### config.mk
export PLATFORM = sky130hd
export DESIGN_NAME = pong_match_ctrl
export DESIGN_NICKNAME = d
export VERILOG_FILES = /design/src/rtl/pong_match_ctrl.sv
export SDC_FILE = /design/constraint.sdc
export NUM_CORES = 1
export LEC_CHECK = 0
export ABC_CLOCK_PERIOD_IN_PS = 2300
export CAP_MARGIN = 20
export CORE_MARGIN = 4
export CORE_UTILIZATION = 55
export DETAILED_ROUTE_END_ITERATION = 16
export PLACE_DENSITY = 0.8
export SLEW_MARGIN = 20
export SYNTH_ARGS = -nofsm -noshare
export SYNTH_HDL_FRONTEND = slang
export SYNTH_SLANG_ARGS = --single-unit
### constraint.sdc
create_clock -name CLK -period 2.3 [get_ports CLK]
set_clock_uncertainty 0.15 [all_clocks]
set_input_delay 0.46 -clock CLK [delete_from_list [all_inputs] [get_ports CLK]]
set_output_delay 0.46 -clock CLK [all_outputs]
set_load 0.02 [all_outputs]
### src/rtl/pong_match_ctrl.sv
// Pong match controller: sequences serve/play/point/pause/over phases,
// keeps saturating per-player scores and drives the ball engine controls.
module pong_match_ctrl #(
    parameter int SCORE_W      = 4,
    parameter int WIN_SCORE    = 7,
    parameter int WIN_BY_TWO   = 0,
    parameter int SERVE_FRAMES = 60,
    parameter int POINT_FRAMES = 90
) (
    input  logic               CLK,
    input  logic               RST,
    input  logic               frame_tick,
    input  logic               start,
    input  logic               pause,
    input  logic               miss_left,
    input  logic               miss_right,
    output logic               ball_enable,
    output logic               ball_reset,
    output logic               serve_dir,
    output logic [SCORE_W-1:0] score_l,
    output logic [SCORE_W-1:0] score_r,
    output logic [1:0]         winner,
    output logic [2:0]         match_state
);

    typedef enum logic [2:0] {
        ST_IDLE  = 3'd0,
        ST_SERVE = 3'd1,
        ST_PLAY  = 3'd2,
        ST_POINT = 3'd3,
        ST_PAUSE = 3'd4,
        ST_OVER  = 3'd5
    } state_t;

    localparam int MAX_FRAMES = (SERVE_FRAMES > POINT_FRAMES) ? SERVE_FRAMES : POINT_FRAMES;
    localparam int CNT_W      = $clog2(MAX_FRAMES + 1);

    localparam logic [CNT_W-1:0]   SERVE_LOAD = CNT_W'(SERVE_FRAMES);
    localparam logic [CNT_W-1:0]   POINT_LOAD = CNT_W'(POINT_FRAMES);
    localparam logic [CNT_W-1:0]   CNT_ONE    = CNT_W'(1);
    localparam logic [CNT_W-1:0]   CNT_ZERO   = {CNT_W{1'b0}};
    localparam logic [SCORE_W-1:0] SCORE_MAX  = {SCORE_W{1'b1}};
    localparam logic [SCORE_W-1:0] SCORE_ZERO = {SCORE_W{1'b0}};
    localparam logic [SCORE_W-1:0] SCORE_ONE  = SCORE_W'(1);
    localparam logic [SCORE_W-1:0] WIN_THR    = SCORE_W'(WIN_SCORE);
    localparam logic [SCORE_W:0]   LEAD_TWO   = (SCORE_W + 1)'(2);
    localparam bit                 DEUCE_EN   = (WIN_BY_TWO != 32'sd0);

    function automatic logic [SCORE_W-1:0] sat_inc(input logic [SCORE_W-1:0] s);
        if (s == SCORE_MAX) begin
            sat_inc = s;
        end else begin
            sat_inc = s + SCORE_ONE;
        end
    endfunction

    // A score at the ceiling always wins, otherwise threshold plus optional two-point lead.
    function automatic logic has_won(input logic [SCORE_W-1:0] me,
                                     input logic [SCORE_W-1:0] opp);
        logic leads;
        leads   = ({1'b0, me} >= ({1'b0, opp} + LEAD_TWO));
        has_won = (me == SCORE_MAX) || ((me >= WIN_THR) && (!DEUCE_EN || leads));
    endfunction

    state_t             state_r, state_s;
    logic [CNT_W-1:0]   cnt_r, cnt_s;
    logic [SCORE_W-1:0] score_l_r, score_l_s, score_r_r, score_r_s;
    logic [1:0]         winner_r, winner_s;
    logic               serve_dir_r, serve_dir_s;
    logic               ball_enable_r, ball_reset_r;
    logic               ball_enable_s, ball_reset_s;

    // Next-state, counter, score and winner decisions for every phase.
    always_comb begin
        state_s     = state_r;
        cnt_s       = cnt_r;
        score_l_s   = score_l_r;
        score_r_s   = score_r_r;
        winner_s    = winner_r;
        serve_dir_s = serve_dir_r;
        case (state_r)
            ST_IDLE, ST_OVER: begin
                if (start) begin
                    state_s     = ST_SERVE;
                    cnt_s       = SERVE_LOAD;
                    score_l_s   = SCORE_ZERO;
                    score_r_s   = SCORE_ZERO;
                    winner_s    = 2'b00;
                    serve_dir_s = 1'b0;
                end else begin
                    state_s = state_r;
                end
            end
            ST_SERVE: begin
                if (frame_tick) begin
                    if (cnt_r <= CNT_ONE) begin
                        state_s = ST_PLAY;
                        cnt_s   = CNT_ZERO;
                    end else begin
                        cnt_s = cnt_r - CNT_ONE;
                    end
                end else begin
                    cnt_s = cnt_r;
                end
            end
            ST_PLAY: begin
                // A miss outranks a simultaneous pause; a double miss is a dead ball.
                if (miss_left && miss_right) begin
                    state_s = ST_POINT;
                    cnt_s   = POINT_LOAD;
                end else if (miss_left) begin
                    score_r_s   = sat_inc(score_r_r);
                    serve_dir_s = 1'b0;
                    state_s     = ST_POINT;
                    cnt_s       = POINT_LOAD;
                end else if (miss_right) begin
                    score_l_s   = sat_inc(score_l_r);
                    serve_dir_s = 1'b1;
                    state_s     = ST_POINT;
                    cnt_s       = POINT_LOAD;
                end else if (pause) begin
                    state_s = ST_PAUSE;
                end else begin
                    state_s = state_r;
                end
            end
            ST_POINT: begin
                if (frame_tick) begin
                    if (cnt_r <= CNT_ONE) begin
                        cnt_s = CNT_ZERO;
                        if (has_won(score_l_r, score_r_r)) begin
                            state_s  = ST_OVER;
                            winner_s = 2'b01;
                        end else if (has_won(score_r_r, score_l_r)) begin
                            state_s  = ST_OVER;
                            winner_s = 2'b10;
                        end else begin
                            state_s = ST_SERVE;
                            cnt_s   = SERVE_LOAD;
                        end
                    end else begin
                        cnt_s = cnt_r - CNT_ONE;
                    end
                end else begin
                    cnt_s = cnt_r;
                end
            end
            ST_PAUSE: begin
                if (start) begin
                    state_s = ST_IDLE;
                end else if (pause) begin
                    state_s = ST_PLAY;
                end else begin
                    state_s = state_r;
                end
            end
            default: begin
                state_s     = ST_IDLE;
                cnt_s       = CNT_ZERO;
                score_l_s   = SCORE_ZERO;
                score_r_s   = SCORE_ZERO;
                winner_s    = 2'b00;
                serve_dir_s = 1'b0;
            end
        endcase
        ball_enable_s = (state_s == ST_PLAY);
        ball_reset_s  = (state_s == ST_IDLE) || (state_s == ST_SERVE) || (state_s == ST_OVER);
    end

    // State and registered output update.
    always_ff @(posedge CLK or posedge RST) begin
        if (RST) begin
            state_r       <= ST_IDLE;
            cnt_r         <= CNT_ZERO;
            score_l_r     <= SCORE_ZERO;
            score_r_r     <= SCORE_ZERO;
            winner_r      <= 2'b00;
            serve_dir_r   <= 1'b0;
            ball_enable_r <= 1'b0;
            ball_reset_r  <= 1'b1;
        end else begin
            state_r       <= state_s;
            cnt_r         <= cnt_s;
            score_l_r     <= score_l_s;
            score_r_r     <= score_r_s;
            winner_r      <= winner_s;
            serve_dir_r   <= serve_dir_s;
            ball_enable_r <= ball_enable_s;
            ball_reset_r  <= ball_reset_s;
        end
    end

    assign match_state = state_r;
    assign score_l     = score_l_r;
    assign score_r     = score_r_r;
    assign winner      = winner_r;
    assign serve_dir   = serve_dir_r;
    assign ball_enable = ball_enable_r;
    assign ball_reset  = ball_reset_r;

endmodule
**Word-level counts from Yosys, hierarchy flattened**

Cells that the tools add are included.

- Register bits after elaboration: 23
- Input port bits: 7
- Logic and storage cells: 101

- Bitwise gates (word level): 3
- Reduce and logical (&&, ||, !) cells: 15
- Equality and inequality tests: 23
- $add $sub $neg: 3
- Mux-type cells: 46
- Magnitude comparators: 3

Operators by type and width:

| kind | number |
|---|---|
| $mux W7 | 8 |
| $mux W3 | 13 |
| $pmux W7 S5 | 1 |
| $mux W4 | 8 |
| $pmux W4 S3 | 2 |
| $ne A2 B2 Y1 const B | 10 |
| $pmux W3 S5 | 1 |
| $reduce_and A5 Y1 | 3 |
| $mux W6 | 2 |
| $mux W2 | 5 |
| $eq A3 B2 Y1 const B | 3 |
| $eq A3 B3 Y1 const B | 3 |
| $add A4 B1 Y4 const B | 2 |
| $eq A4 B4 Y1 const B | 2 |
| $ge A4 B3 Y1 const B | 2 |
| $le A7 B1 Y1 const B | 1 |
| $sub A7 B1 Y7 const B | 1 |
| $eq A3 B1 Y1 const B | 2 |
| $logic_not A3 Y1 | 2 |
| $ne A3 B3 Y1 const B | 2 |
| $pmux W2 S3 | 1 |
| $reduce_and A6 Y1 | 1 |
| $reduce_or A3 Y1 | 2 |
| $logic_or A1 B1 Y1 | 4 |
| other kinds (7) | 12 |

**Depth between registers and ports, before layout**

- Depth after elaboration: 10
- Gate-level depth with buffers: 6

**Least setup slack after synthesis**

Ideal clock, no wire load.

- Kind: reg-to-reg
- Start point: register score_l_r[0] (netlist: score_l[0])
- End point: register winner_r[0] (netlist: winner[0])
- Data arrival time: 1.696 ns
- Slack: 0.327 ns
- Buffers on the path: 0
- Stages on the path, launching flop included: 6
- Setup time: 0.128 ns
- Path through: dfrtp_1 > ha_1 > a21o_1 > a2111oi_4 > a311oi_2 > mux2_1

- Word-level cells in the longest chain between the ends: 6
- Elaborated cells on any way between the ends: 9
- Classes of those cells: order compare: 1; eq/ne: 2; mux: 4; reduce/logical: 2

RTL lines:

| what | line | source |
|---|---|---|
| start: declaration | 67 | `logic [SCORE_W-1:0] score_l_r, score_l_s, score_r_r, score_r_s;` |
| start signal: assignment | 184 | `score_l_r <= score_l_s;` |
| $ge A4 B3 Y1 or $eq A4 B4 Y1 (tied branches) | 62 | `has_won = (me == SCORE_MAX) \|\| ((me >= WIN_THR) && (!DEUCE_EN \|\| leads));` |
| $logic_or A1 B1 Y1 * | 62 |  |
| $mux W2 | 131 | `if (has_won(score_l_r, score_r_r)) begin` |
| $mux W2 | 129 | `if (cnt_r <= CNT_ONE) begin` |
| $mux W2 | 128 | `if (frame_tick) begin` |
| $pmux W2 S3 | 81 | `case (state_r)` |
| end signal: assignment | 186 | `winner_r <= winner_s;` |
| end: declaration | 68 | `logic [1:0] winner_r, winner_s;` |

Every way passes the cells marked *; elsewhere a longest branch is shown, timed or not. The select of a mux whose other input is x is not followed.
A chain may end at the register's enable or synchronous reset.

**Final worst setup path**

- Start point: register state_r[2] (netlist: match_state[2])
- End point: output match_state[2]

RTL lines:

| what | line | source |
|---|---|---|
| start: declaration | 65 | `state_t state_r, state_s;` |
| start signal: assignment | 182 | `state_r <= state_s;` |
| end: declaration | 23 | `output logic [2:0] match_state` |

No word-level cell between the ends.

==> results.sh <==
export IMPL_yosys_top_cells_area="dfrtp_1 32%, o31ai_1 4.8%, ha_1 2.9%"
export IMPL_clk_latency_ns=0.32
export IMPL_ys_types=63
export IMPL_switching_share_pct=38.8
export IMPL_rsz0062_at_grt="no"
export IMPL_yosys_area_top_type="dfrtp_1"
export IMPL_setup_tns_final_ns=0
export IMPL_die_w_um=63.8
export IMPL_dp_hpwl_um=3020
export IMPL_final_cells=249
export IMPL_use_met3_pct=3.51
export IMPL_clock_sinks=23
export IMPL_clock_root_buffer="clkbuf_4"
export IMPL_io_pins=23
export IMPL_num_rows=20
export IMPL_placed_cells=245
export IMPL_synth_seq_cells=23
export IMPL_worst_path_buf_inv=1
export IMPL_yosys_top_cells_count="22 x dfrtp_1, 11 x inv_1, 11 x o31ai_1, 8 x a21oi_1, 8 x buf_2"
export IMPL_setup_viol=0
export IMPL_synth_nets=189
export IMPL_grt_pass1_wl_um=6550
export IMPL_r2r_start="score_l[0]"
export IMPL_finalCriticalPeriod_ns=2.17
export IMPL_syn_cell_area_um2=1720
export IMPL_antenna_found_initial=0
export IMPL_path_delay_family="buffers and inverters"
export IMPL_start_kind="flop"
export IMPL_hold_viol=0
export IMPL_coreArea_um2=3030
export IMPL_vias=1564
export IMPL_tightest_slew_ns=0.732
export IMPL_initialDrtViolationCount=101
export IMPL_dr_pass1_iters=4
export IMPL_ys_async_sr_fraction_pct=100
export IMPL_holdCritPathClass="in -> async"
export IMPL_final_core_util_pct=68.0
export IMPL_overflow=0
export IMPL_seqPwrFrac_pct=47.0
export IMPL_yosysSeqAreaShare_pct=33.6
export IMPL_cts_buffers=3
export IMPL_cts_hold_buf=0
export IMPL_grt_pass1_vias=1436
export IMPL_crit_path_max_incr_delay_ns=0.68
export IMPL_finalPower_mw=1.24
export IMPL_cts_setup_buffers=0
export IMPL_drc=0
export IMPL_worstSetupStartpoint="match_state[2]"
export IMPL_grtUsageMet2_pct=32.1
export IMPL_gp_congestion=0.872
export IMPL_avgSynthCellArea_um2=9.64
export IMPL_synth_edff_count=0
export IMPL_ant_nets=0
export IMPL_crit_path_end_kind="output pin"
export IMPL_nNetsFinal=217
export IMPL_leakagePower_nw=0.818
export IMPL_synth_top_cell_area_share_pct=32.1
export IMPL_cts_path_max_buffers=2
export IMPL_dieArea_um2=4080
export IMPL_vias_per_cell=6.28
export IMPL_synthFlopType="dfrtp_1"
export IMPL_fin_crit_sh_pct=94.5
export IMPL_cp_max_fo=9
export IMPL_cts_htree_levels=1
export IMPL_routedWlPerCell_um=15.9
export IMPL_yosysMostFrequentCell="dfrtp_1"
export IMPL_cts_tree="built"
export IMPL_syn_inst=178
export IMPL_required_ns=1.69
export IMPL_status="complete, no violations"
export IMPL_grtUsageMet1_pct=26.4
export IMPL_slew_headroom_pct=51.2
export IMPL_drive_gt1_share_pct=15.1
export IMPL_stdcell_area_um2=2060
export IMPL_crit_chain="clkdlybuf4s50_1"
export IMPL_diodes=0
export IMPL_yosysWarnings=0
export IMPL_ir_drop_uv=348
export IMPL_grt_usage_pct=19.9
export IMPL_clkTransAtPathRegs_ns=0.12
export IMPL_max_freq_ghz=0.460
export IMPL_portBuffers=22
export IMPL_area_growth_pct=20.1
export IMPL_arrival_ns=1.56
export IMPL_drv_slew=0
export IMPL_clkPwrFrac_pct=15.5
export IMPL_power_frac_comb_pct=37.5
export IMPL_intPower_mw=0.758
export IMPL_busiest_layer="met2"
export IMPL_fp_dieH_um=63.8
export IMPL_finalWirelength_um=3950
export IMPL_p_per_area_nw_per_um2=601
export IMPL_slowest_stage="clkdlybuf4s50_1"
export IMPL_start_util_pct=56.7
export IMPL_grt_max_degree=19
export IMPL_p_switching_mw=0.480
export IMPL_critPathKind="reg -> out"
export IMPL_placed_area_um2=2030
export IMPL_maxCapViolations=0
## routing by layer
metal  routed length [µm]  up-vias
li1                     -      760
met1                 1740      739
met2                 1880       56
met3                  259        9
met4                   71        0
met5                    0        -
## state kept, by name, summed over array words and instances, names as in the netlist
register	count
score_l	4
ball_reset	1
ball_enable	1
cnt_r	7
match_state	3
score_r	4
serve_dir	1
winner	2
## final timing paths
| kind | cells after the start | end | slack (ns) |
|---|---|---|---|
| worst min-delay path | 2 | cnt_r[3] | 0.23 |
| worst max-delay path | 1 | match_state[2] | 0.13 |
| worst max register to register | 5 | winner[0] | 0.26 |
| worst min register to register | 1 | serve_dir | 0.36 |
| max in group asynchronous | 3 | ball_reset | 1.27 |
| min in group CLK | 1 | serve_dir | 0.36 |
## kinds of logic after synthesis
family                     synth area share (%)
buffers and inverters                      6.27
adders and majority gates                  2.92
and+or+nand+nor                            20.1
AOI/OAI and AO/OA                          30.9
DFF                                        33.6
muxes                                      6.20
## final cells by class
cell class                      count  area (µm²)
Timing Repair Buffer               34         323
Inverter                           12        45.0
Tap cell                           44        55.1
Sequential cell                    23         579
Fill cell                         233         968
Clock buffer                        4        26.3
Multi-Input combinational cell    132        1030
## power by group through the flow
stage / Sequential [mW] / Clock, mW / Combinational [mW]
6_report: 0.582 / 0.192 / 0.465
5_1_grt: 0.597 / 0.215 / 0.515
4_1_cts: 0.578 / 0.197 / 0.462
3_5_place_dp: 0.586 / 0 / 0.461
3_3_place_gp: 0.582 / 0 / 0.444
2_1_floorplan: 0.583 / 0 / 0.312
## through the flow
| step | hold slack [ns] | worst slack, ns |
|---|---|---|
| 2_1_floorplan | 0.311 | 0.327 |
| 3_3_place_gp | 0.342 | 0.0500 |
| 3_5_place_dp | 0.337 | -0.00468 |
| 4_1_cts | 0.228 | 0.0397 |
| 5_1_grt | 0.236 | 0.0476 |
| 6_report | 0.226 | 0.127 |
## cells in the final DEF, fill, tap and decap left out, types with 4 or more instances in the layout
master           count
dfrtp_1             20
ha_1                 4
nor2_1               6
buf_4               11
mux2i_1              5
o31ai_1             11
clkdlybuf4s50_1     22
nand2b_1             6
a21o_1               4
nand3_1              7
nand2_1              7
a21oi_1              8
inv_1               11
## repair_timing
item | CTS | global route
resized for setup | 1 | 1
setup endpoints to repair | 1 | 1
pin swaps | 0 | 0
Power figures use the tool's default switching activity.
